**config.mk**
```make
export PLATFORM = sky130hd
export DESIGN_NAME = lsq_cdb_arbiter
export DESIGN_NICKNAME = d
export VERILOG_FILES = /design/src/rtl/lsq_cdb_arbiter_pkg.sv /design/src/rtl/lsq_cdb_arbiter_fifo.sv /design/src/rtl/lsq_cdb_arbiter.sv
export SDC_FILE = /design/constraint.sdc
export NUM_CORES = 1
export LEC_CHECK = 0
export ABC_CLOCK_PERIOD_IN_PS = 4700
export CAP_MARGIN = 5
export CORE_AREA = 2 2 163 165
export DETAILED_ROUTE_END_ITERATION = 6
export DIE_AREA = 0 0 165 167
export PLACE_DENSITY_LB_ADDON = 0.25
export SLEW_MARGIN = 30
export SYNTH_ARGS = -nofsm -noshare
export SYNTH_HDL_FRONTEND = slang
export SYNTH_SLANG_ARGS = --single-unit
```
**constraint.sdc**
```tcl
create_clock -name clk -period 4.7 [get_ports clk]
set_input_delay 0.94 -clock clk [delete_from_list [all_inputs] [get_ports clk]]
set_output_delay 0.94 -clock clk [all_outputs]
set_load 0.005 [all_outputs]
```
**src/rtl/lsq_cdb_arbiter_pkg.sv**
```systemverilog
// Shared superscalar definitions: common data bus channel tags.
// Every CDB producer takes its fixed tag from here so the encodings stay consistent.
package lsq_cdb_arbiter_pkg;

    typedef enum logic [1:0] {
        CDB_TAG_ALU0 = 2'b00,
        CDB_TAG_ALU1 = 2'b01,
        CDB_TAG_ALU2 = 2'b10,
        CDB_TAG_LSQ  = 2'b11
    } cdb_tag_t;

endpackage

```
**src/rtl/lsq_cdb_arbiter_fifo.sv**
```systemverilog
// Result buffer with two ordered write ports, one read port and a flush.
// Port 1 always lands one slot after port 0 when both write in the same cycle.
module cdb_result_fifo_2w1r #(
    parameter  int WIDTH = 38,
    parameter  int DEPTH = 4,
    localparam int PTR_W = $clog2(DEPTH),
    localparam int CNT_W = $clog2(DEPTH + 1)
) (
    input  logic             clk,
    input  logic             reset,
    input  logic             flush,
    input  logic             wr0_en,
    input  logic [WIDTH-1:0] wr0_data,
    input  logic             wr1_en,
    input  logic [WIDTH-1:0] wr1_data,
    input  logic             rd_en,
    output logic [WIDTH-1:0] rd_data,
    output logic [CNT_W-1:0] count
);

    logic [WIDTH-1:0] mem_q [DEPTH];
    logic [WIDTH-1:0] mem_d [DEPTH];
    logic [PTR_W-1:0] wr_ptr_q, wr_ptr_d;
    logic [PTR_W-1:0] rd_ptr_q, rd_ptr_d;
    logic [PTR_W-1:0] wr1_ptr;
    logic [CNT_W-1:0] count_q, count_d;
    logic             pop;

    assign pop     = rd_en && (count_q != '0);
    assign wr1_ptr = wr_ptr_q + PTR_W'(wr0_en);
    assign rd_data = mem_q[rd_ptr_q];
    assign count   = count_q;

    // NOTE: every signal gets its hold value first so no path through this block can infer a latch.
    always_comb begin
        mem_d    = mem_q;
        wr_ptr_d = wr_ptr_q;
        rd_ptr_d = rd_ptr_q;
        count_d  = count_q;
        if (flush) begin
            wr_ptr_d = '0;
            rd_ptr_d = '0;
            count_d  = '0;
        end else begin
            if (wr0_en) mem_d[wr_ptr_q] = wr0_data;
            if (wr1_en) mem_d[wr1_ptr]  = wr1_data;
            // Pointers wrap by truncation because DEPTH is a power of two.
            wr_ptr_d = wr_ptr_q + PTR_W'(wr0_en) + PTR_W'(wr1_en);
            rd_ptr_d = rd_ptr_q + PTR_W'(pop);
            count_d  = count_q + CNT_W'(wr0_en) + CNT_W'(wr1_en) - CNT_W'(pop);
        end
    end

    // NOTE: state flops use non-blocking assignments so all of them update together at the edge.
    always_ff @(posedge clk or posedge reset) begin
        if (reset) begin
            wr_ptr_q <= '0;
            rd_ptr_q <= '0;
            count_q  <= '0;
        end else begin
            wr_ptr_q <= wr_ptr_d;
            rd_ptr_q <= rd_ptr_d;
            count_q  <= count_d;
        end
    end

    // NOTE: storage is deliberately not reset; count_q alone decides which slots hold live data.
    always_ff @(posedge clk) begin
        mem_q <= mem_d;
    end

endmodule

```
**src/rtl/lsq_cdb_arbiter.sv**
```systemverilog
// Merges forwarded and memory load results into the LSQ common data bus channel.
// Readiness is judged from registered occupancy, so a same-cycle pop never frees space.
module lsq_cdb_arbiter
    import lsq_cdb_arbiter_pkg::*;
#(
    parameter int DATA_WIDTH          = 32,
    parameter int PHYS_REG_ADDR_WIDTH = 6,
    parameter int DEPTH               = 4
) (
    input  logic                           clk,
    input  logic                           reset,
    input  logic                           flush,
    input  logic                           fwd_valid,
    input  logic [DATA_WIDTH-1:0]          fwd_data,
    input  logic [PHYS_REG_ADDR_WIDTH-1:0] fwd_dest,
    output logic                           fwd_ready,
    input  logic                           mem_valid,
    input  logic [DATA_WIDTH-1:0]          mem_data,
    input  logic [PHYS_REG_ADDR_WIDTH-1:0] mem_dest,
    output logic                           mem_ready,
    output logic                           cdb_valid_3,
    output logic [1:0]                     cdb_tag_3,
    output logic [DATA_WIDTH-1:0]          cdb_data_3,
    output logic [PHYS_REG_ADDR_WIDTH-1:0] cdb_dest_reg_3,
    output logic [$clog2(DEPTH+1)-1:0]     occupancy
);

    localparam int OCC_W   = $clog2(DEPTH + 1);
    localparam int ENTRY_W = DATA_WIDTH + PHYS_REG_ADDR_WIDTH;

    logic [OCC_W-1:0]   free;
    logic               fwd_enq, mem_enq;
    logic               wr0_en, wr1_en;
    logic [ENTRY_W-1:0] wr0_data, wr1_data, head_entry;

    assign free      = OCC_W'(DEPTH) - occupancy;
    assign fwd_ready = (free >= OCC_W'(1));
    // Memory yields the last free slot to a forwarding push in the same cycle.
    assign mem_ready = (free >= OCC_W'(2)) || ((free >= OCC_W'(1)) && !fwd_valid);

    // Dest-0 results complete the handshake but have no architectural target to wake.
    assign fwd_enq = fwd_valid && fwd_ready && !flush && (fwd_dest != '0);
    assign mem_enq = mem_valid && mem_ready && !flush && (mem_dest != '0);

    assign wr0_en   = fwd_enq || mem_enq;
    assign wr0_data = fwd_enq ? {fwd_data, fwd_dest} : {mem_data, mem_dest};
    assign wr1_en   = fwd_enq && mem_enq;
    assign wr1_data = {mem_data, mem_dest};

    cdb_result_fifo_2w1r #(
        .WIDTH (ENTRY_W),
        .DEPTH (DEPTH)
    ) u_fifo (
        .clk      (clk),
        .reset    (reset),
        .flush    (flush),
        .wr0_en   (wr0_en),
        .wr0_data (wr0_data),
        .wr1_en   (wr1_en),
        .wr1_data (wr1_data),
        .rd_en    (1'b1),
        .rd_data  (head_entry),
        .count    (occupancy)
    );

    assign cdb_valid_3                  = (occupancy != '0);
    assign {cdb_data_3, cdb_dest_reg_3} = cdb_valid_3 ? head_entry : '0;
    assign cdb_tag_3                    = CDB_TAG_LSQ;

endmodule

```
==> results.md, run 1 <==
* DIE WIDTH at 165 um
* DR vias/cell at 6.33
* Fin. Hold Viols at 0
* Max Cap Viol at 0
* Overall Global Routing Usage at 0.274
* Layout Skew at 0.0148 ns
* Setup Viol. Count Final at 0
* Worst-skew pair later-pin latency at 0.44 ns
* CP required at 4.95 ns
* Final nets at 1,383
* H-tree Lvls at 4
* Peak Freq at 0.243 GHz
* VDD IR-drop max at 363 uV
* Startpoint Class: input pin
* CTS tree: built
* RSZ-0062 raised after global routing: false
* First-pass GRT wire length at 58,200 um
* CTS Buf Count at 17
* Number of enable flip-flop cells after synthesis at 152
* Seq/Total Area, Yosys at 0.414
* Pre-Repair DR Iteration Count at 5
* Post-Syn Instances at 1,233
* Clock root cell: clkbuf_16
* Grt ovf at 0
* Final instance area at 0.0136 mm^2
* CTS sink count at 159
* Final Cycle Share at 0.876
* Max FO, Critical Path at 23
* DRC Markers at 0
* Clock buffer depth at 2
* Setup TNS Final at 0 ns
* Synth Cell Area at 0.0115 mm^2
* Vias in the first global route at 10,000
* PortBufs at 124
* Kind of critical path: in -> reg
* Share of layout cells above drive strength 1 at 0.135
* FP Rows at 59
* Most frequent cells after synthesis: nor2_1 (350), edfxtp_1 (152), a21oi_1 (113)
* Worst EP arrival at 4.37 ns
* Final Wtd Congestion at 0.793
* Synth warn at 0
* Syn avg cell area at 9.29 um^2
* Dpl cell area at 0.0130 mm^2
* ANT nets after route at 0
* PD cells at 678 mW/mm^2
* Core area at 0.0258 mm^2
* Worst rel slew slack at 0.390
* Fill count at 2,317
* Outcome: finished clean
* Worst Tran Pin Value at 0.913 ns
* Via count at 10,400
* Initial Util at 0.445
* Max Transition Viols Final at 0
* Asr flop ratio synth at 0.0440
* Setup WS post-layout at 0.582 ns
* Diode count at 0
* Top_reg_cell synth: edfxtp_1
* Setup Buffers After CTS at 0
* Total wire length at 37,700 um
* Initial antenna violation count at 1
* Largest net degree at the start of global routing at 158
* Power Total at 9210 uW
* Count leader, synth: nor2_1
* Post-cts sizing count at 0
* 1st-iter DRT viols at 1,329
* Clk slew on worst S/H paths at 0.07 ns
* Final Critical Period at 4.12 ns
* Hold WS at 0.685 ns
* Die area at 0.0276 mm^2
* Chip Height at 167 um
* Hold-fix buffers, CTS at 0
* Static Leak at 0.00484 uW
* WL/cell at 23.0 um
* CP Capture Type: flop
* HPWL Detailed at 21,700 um
* Netlist cell types at 43
* Hold Crit Class: reg -> reg
* Synth area leaders: edfxtp_1 (40%), nor2_1 (11%), mux4_2 (7.5%)
* Seq cells post-synth at 159
* I/O pins at 127
* Most area-hungry cell type in the Yosys netlist: edfxtp_1
* Dpl ws at 0.205 ns
* Area growth from synthesis to layout at 18.7%
* Yosys top cell area share at 0.398
per-layer routing:
layer	vias up	wire length [um]	part of all wire	track usage
met3	77	3590	0.095	0.0523
met5	-	15	0.00040	0
met4	2	849	0.023	0.0881
li1	4713	-	-	-
met1	5042	15400	0.41	0.381
met2	541	17900	0.47	0.432
registers in the layout, indices dropped and copies added (netlist names):
| signal | flops |
|---|---|
| u_fifo.rd_ptr_q | 2 |
| u_fifo.wr_ptr_q | 2 |
| u_fifo.count | 3 |
| u_fifo.mem_q | 152 |
worst paths after layout:
kind                                                start                      endpoint  slack [ns]  cells after the start
worst min register to register  u_fifo.count[2]$_DFF_PP0_     u_fifo.count[2]$_DFF_PP0_        0.69                      3
min in group asynchronous                           reset     u_fifo.count[2]$_DFF_PP0_        0.74                      2
max in group asynchronous                           reset  u_fifo.rd_ptr_q[1]$_DFF_PP0_        3.71                      2
worst min-delay path            u_fifo.count[2]$_DFF_PP0_     u_fifo.count[2]$_DFF_PP0_        0.69                      3
worst max register to register  u_fifo.count[0]$_DFF_PP0_   u_fifo.mem_q[138]$_DFFE_PN_        0.63                     13
worst max-delay path                          fwd_dest[2]   u_fifo.mem_q[138]$_DFFE_PN_        0.58                     11
through the flow:
stage	util	instances
2_1_floorplan	-	1234
3_3_place_gp	0.505	1608
3_5_place_dp	0.505	1608
4_1_cts	0.528	1640
5_1_grt	0.528	1640
6_report	0.528	1640
cell families (layout without fill, tap and decap cells):
| kind of cell | count (synthesis) | after routing | share of synthesized area |
|---|---|---|---|
| AOI/OAI and AO/OA | 468 | 468 | 0.289 |
| and+or+nand+nor | 418 | 418 | 0.152 |
| DFF | 159 | 159 | 0.414 |
| buffers and inverters | 135 | 206 | 0.0551 |
| muxes | 38 | 38 | 0.0747 |
| adders and majority gates | 10 | 10 | 0.0122 |
| xor gates and xnor gates | 4 | 4 | 0.00306 |
| other | 1 | 2 | 0.000327 |
placed cells by master, fill, tap and decap left out, types with 6 or more instances in the layout:
master           instances
a21oi_1                113
and2_1                  39
clkdlybuf4s50_1        124
ha_1                     8
a22oi_1                 76
o32a_1                  76
inv_6                    6
o21ai_0                 12
edfxtp_1               152
mux4_2                  38
clkbuf_16               17
o21a_1                  76
buf_12                   7
a21oi_2                 40
nor2_1                 349
o21ai_1                 64
buf_4                   34
inv_1                    7
report_power, final:
group / internal (uW) / switching [uW] / leakage [uW] / total (uW)
combinational: 2420 / 2690 / 0.00295 / 5110
sequential: 2250 / 443 / 0.00161 / 2700
clock: 747 / 664 / 0.000275 / 1410
total: 5420 / 3800 / 0.00484 / 9210
layout make-up:
| cell class | instances | area (um^2) | share of cell area |
|---|---|---|---|
| multi-input cells | 940 | 6180 | 0.455 |
| flip-flops and latches | 159 | 4740 | 0.349 |
| repair buffers | 165 | 1640 | 0.120 |
| clock buffers | 17 | 425 | 0.0313 |
| well taps | 335 | 419 | 0.0308 |
| clock inverters | 15 | 150 | 0.0110 |
| inverters | 9 | 41.3 | 0.00304 |
critical path, cell delays in order:
cell and delay [ns]:
clkdlybuf4s50_1 0.54, or4_4 0.62, o311a_4 0.36, nor2_4 0.16, inv_4 0.05, ha_1 0.21, nor2b_1 0.16, or2_2 0.36
or4_1 0.44, buf_4 0.27, a22oi_1 0.25
No activity file was read; power rests on OpenSTA's default activity.
==> run 2: changes to the inputs <==
- CTS_BUF_LIST: unset -> sky130_fd_sc_hd__clkbuf_4
- PLACE_DENSITY_LB_ADDON: 0.25 -> 0.2
==> run 2 against run 1 <==
Against the previous run:
- sequential share of layout area grew 0.68 points
- via count decreased by 1.2%
- clock power fell by 35%
- flip-flop and latch count did not move
- maximum frequency fell by 0.42%
- worst hold slack got worse by 0.12 ns
- critical path depth increased by 3
- highest routed layer is now met4
- first-iteration DRC count fell by 1.5%
- design area decreased by 1.9%
- sequential power decreased by 3%
==> results.md, run 2 (synthesis results as in run 1) <==
* Outcome: finished clean
* WL/cell at 22.6 um
* Worst rel slew slack at 0.355
* Buffer and inverter count on the worst path at 5
* DRC Markers at 0
* Max FO, Critical Path at 21
* Crit-path leading delay family: compound AO/OA/AOI/OAI gates
* Crit path cell chain: inv_1 > ha_1 > ha_1 > or4b_2 > o311a_4 > nor2_4 > inv_4 > ha_1 > buf_4 > inv_1 > a211o_1 > a21boi_4 > buf_12 > o32a_1
* ANT nets after route at 0
* Setup Buffers After CTS at 0
* HPWL Detailed at 21,700 um
* Core area at 0.0258 mm^2
* Fin. Hold Viols at 0
* RSZ-0062 raised after global routing: false
* Post-cts sizing count at 0
* Die area at 0.0276 mm^2
* Worst-skew pair later-pin latency at 0.59 ns
* Via count at 10,300
* Final Cycle Share at 0.880
* Reg2reg end: u_fifo.mem_q[95]$_DFFE_PN_
* DR vias/cell at 6.24
* Worst Tran Pin Value at 0.968 ns
* 1st-iter DRT viols at 1,309
* Grt ovf at 0
* Worst path max stage delay at 0.69 ns
* Clk pwr share at 0.105
* Most common cell after layout, fill and taps aside: nor2_1
* Final Critical Period at 4.14 ns
* Switch share at 0.420
* Hold Crit Class: in -> async
* Setup TNS Final at 0 ns
* CP Capture Type: flop
* Crit path top cell by count: ha_1
* Overall Global Routing Usage at 0.272
* Critical path's slowest cell: or4b_2
* Clk slew on worst S/H paths at 0.16 ns
* Largest net degree at the start of global routing at 157
* Number of flip-flops in the largest register at 152
* Initial antenna violation count at 2
* DIE WIDTH at 165 um
* PortBufs at 124
* Clock buffer depth at 2
* Total wire length at 37,100 um
* Pre-Repair DR Iteration Count at 6
* Setup Viol. Count Final at 0
* Int Pwr at 5050 uW
* Switch Pwr at 3650 uW
* I/O pins at 127
* Worst r2r path cells at 14
* Worst EP arrival at 4.57 ns
* Chip Height at 167 um
* Max Transition Viols Final at 0
* CTS tree: built
* Peak Freq at 0.242 GHz
* Kind of critical path: reg -> reg
* Area growth from synthesis to layout at 16.4%
* Layout Skew at 0.0362 ns
* Clock root cell: clkbuf_4
* Fill count at 2,368
* Worst R2R Setup Slack at 0.56 ns
* Initial Util at 0.445
* FP Rows at 59
* H-tree Lvls at 4
* VDD IR-drop max at 400 uV
* Final instance area at 0.0133 mm^2
* Static Leak at 0.00472 uW
* Most frequent cells in the layout: nor2_1 (349), edfxtp_1 (152), clkdlybuf4s50_1 (124)
* R2R Path Start: u_fifo.count[0]$_DFF_PP0_
* CP required at 5.13 ns
* Startpoint Class: flop
* First-pass GRT wire length at 57,800 um
* Final Wtd Congestion at 0.816
* Combinational share of power at 0.592
* Share of layout cells above drive strength 1 at 0.134
* Max Cap Viol at 0
* PD cells at 652 mW/mm^2
* Reg with most FFs: u_fifo.mem_q
* Hold-fix buffers, CTS at 0
* Vias in the first global route at 9,977
* Sequential share of power at 0.303
* Final nets at 1,384
* CTS Buf Count at 17
* Dpl cell area at 0.0130 mm^2
* CTS sink count at 159
-- run 2: power by group through the flow --
| stage | clock [uW] | combinational [uW] | sequential, uW |
|---|---|---|---|
| finish | 913 | 5150 | 2630 |
| global route | 973 | 5620 | 2700 |
| CTS | 917 | 5130 | 2620 |
| detailed placement | 0 | 5120 | 2660 |
| global placement | 0 | 5020 | 2630 |
| floorplan | 0 | 3460 | 2520 |
-- run 2: final cells by class --
type	count	area, um^2	share of cell area
antenna	2	5.00	0.000375
inverter	9	41.3	0.00310
timing repair buffer	166	1640	0.123
sequential	159	4740	0.356
multi-input combinational	940	6190	0.464
tap	335	419	0.0314
clock buffer	18	135	0.0101
clock inverter	13	165	0.0124
-- run 2: worst max path at each step --
stage	from	to	cells after the start
floorplan	flush	u_fifo.mem_q[0]$_DFFE_PN_	2
global placement	fwd_dest[2]	u_fifo.mem_q[1]$_DFFE_PN_	11
detailed placement	fwd_dest[2]	u_fifo.mem_q[95]$_DFFE_PN_	12
CTS	u_fifo.count[0]$_DFF_PP0_	u_fifo.mem_q[95]$_DFFE_PN_	14
global route	u_fifo.count[0]$_DFF_PP0_	u_fifo.mem_q[95]$_DFFE_PN_	14
finish	u_fifo.count[0]$_DFF_PP0_	u_fifo.mem_q[95]$_DFFE_PN_	14
-- run 2: per-layer routing --
| metal | vias to the layer above | global-route usage | part of all wire |
|---|---|---|---|
| li1 | 4716 | - | - |
| met4 | 0 | 0.0684 | 0.017 |
| met2 | 519 | 0.431 | 0.47 |
| met3 | 50 | 0.0498 | 0.089 |
| met5 | - | 0 | 0 |
| met1 | 4969 | 0.385 | 0.42 |
-- run 2: per-stage QoR --
| step | hold slack, ns | utilization | instances | power, uW | setup WS (ns) |
|---|---|---|---|---|---|
| finish | 0.569 | 0.518 | 1642 | 8700 | 0.565 |
| global route | 0.553 | 0.518 | 1642 | 9300 | 0.397 |
| CTS | 0.559 | 0.517 | 1640 | 8670 | 0.616 |
| detailed placement | 0.664 | 0.506 | 1609 | 7780 | 0.185 |
| global placement | 0.655 | 0.504 | 1608 | 7650 | 0.0185 |
| floorplan | 0.604 | - | 1234 | 5970 | 0.146 |
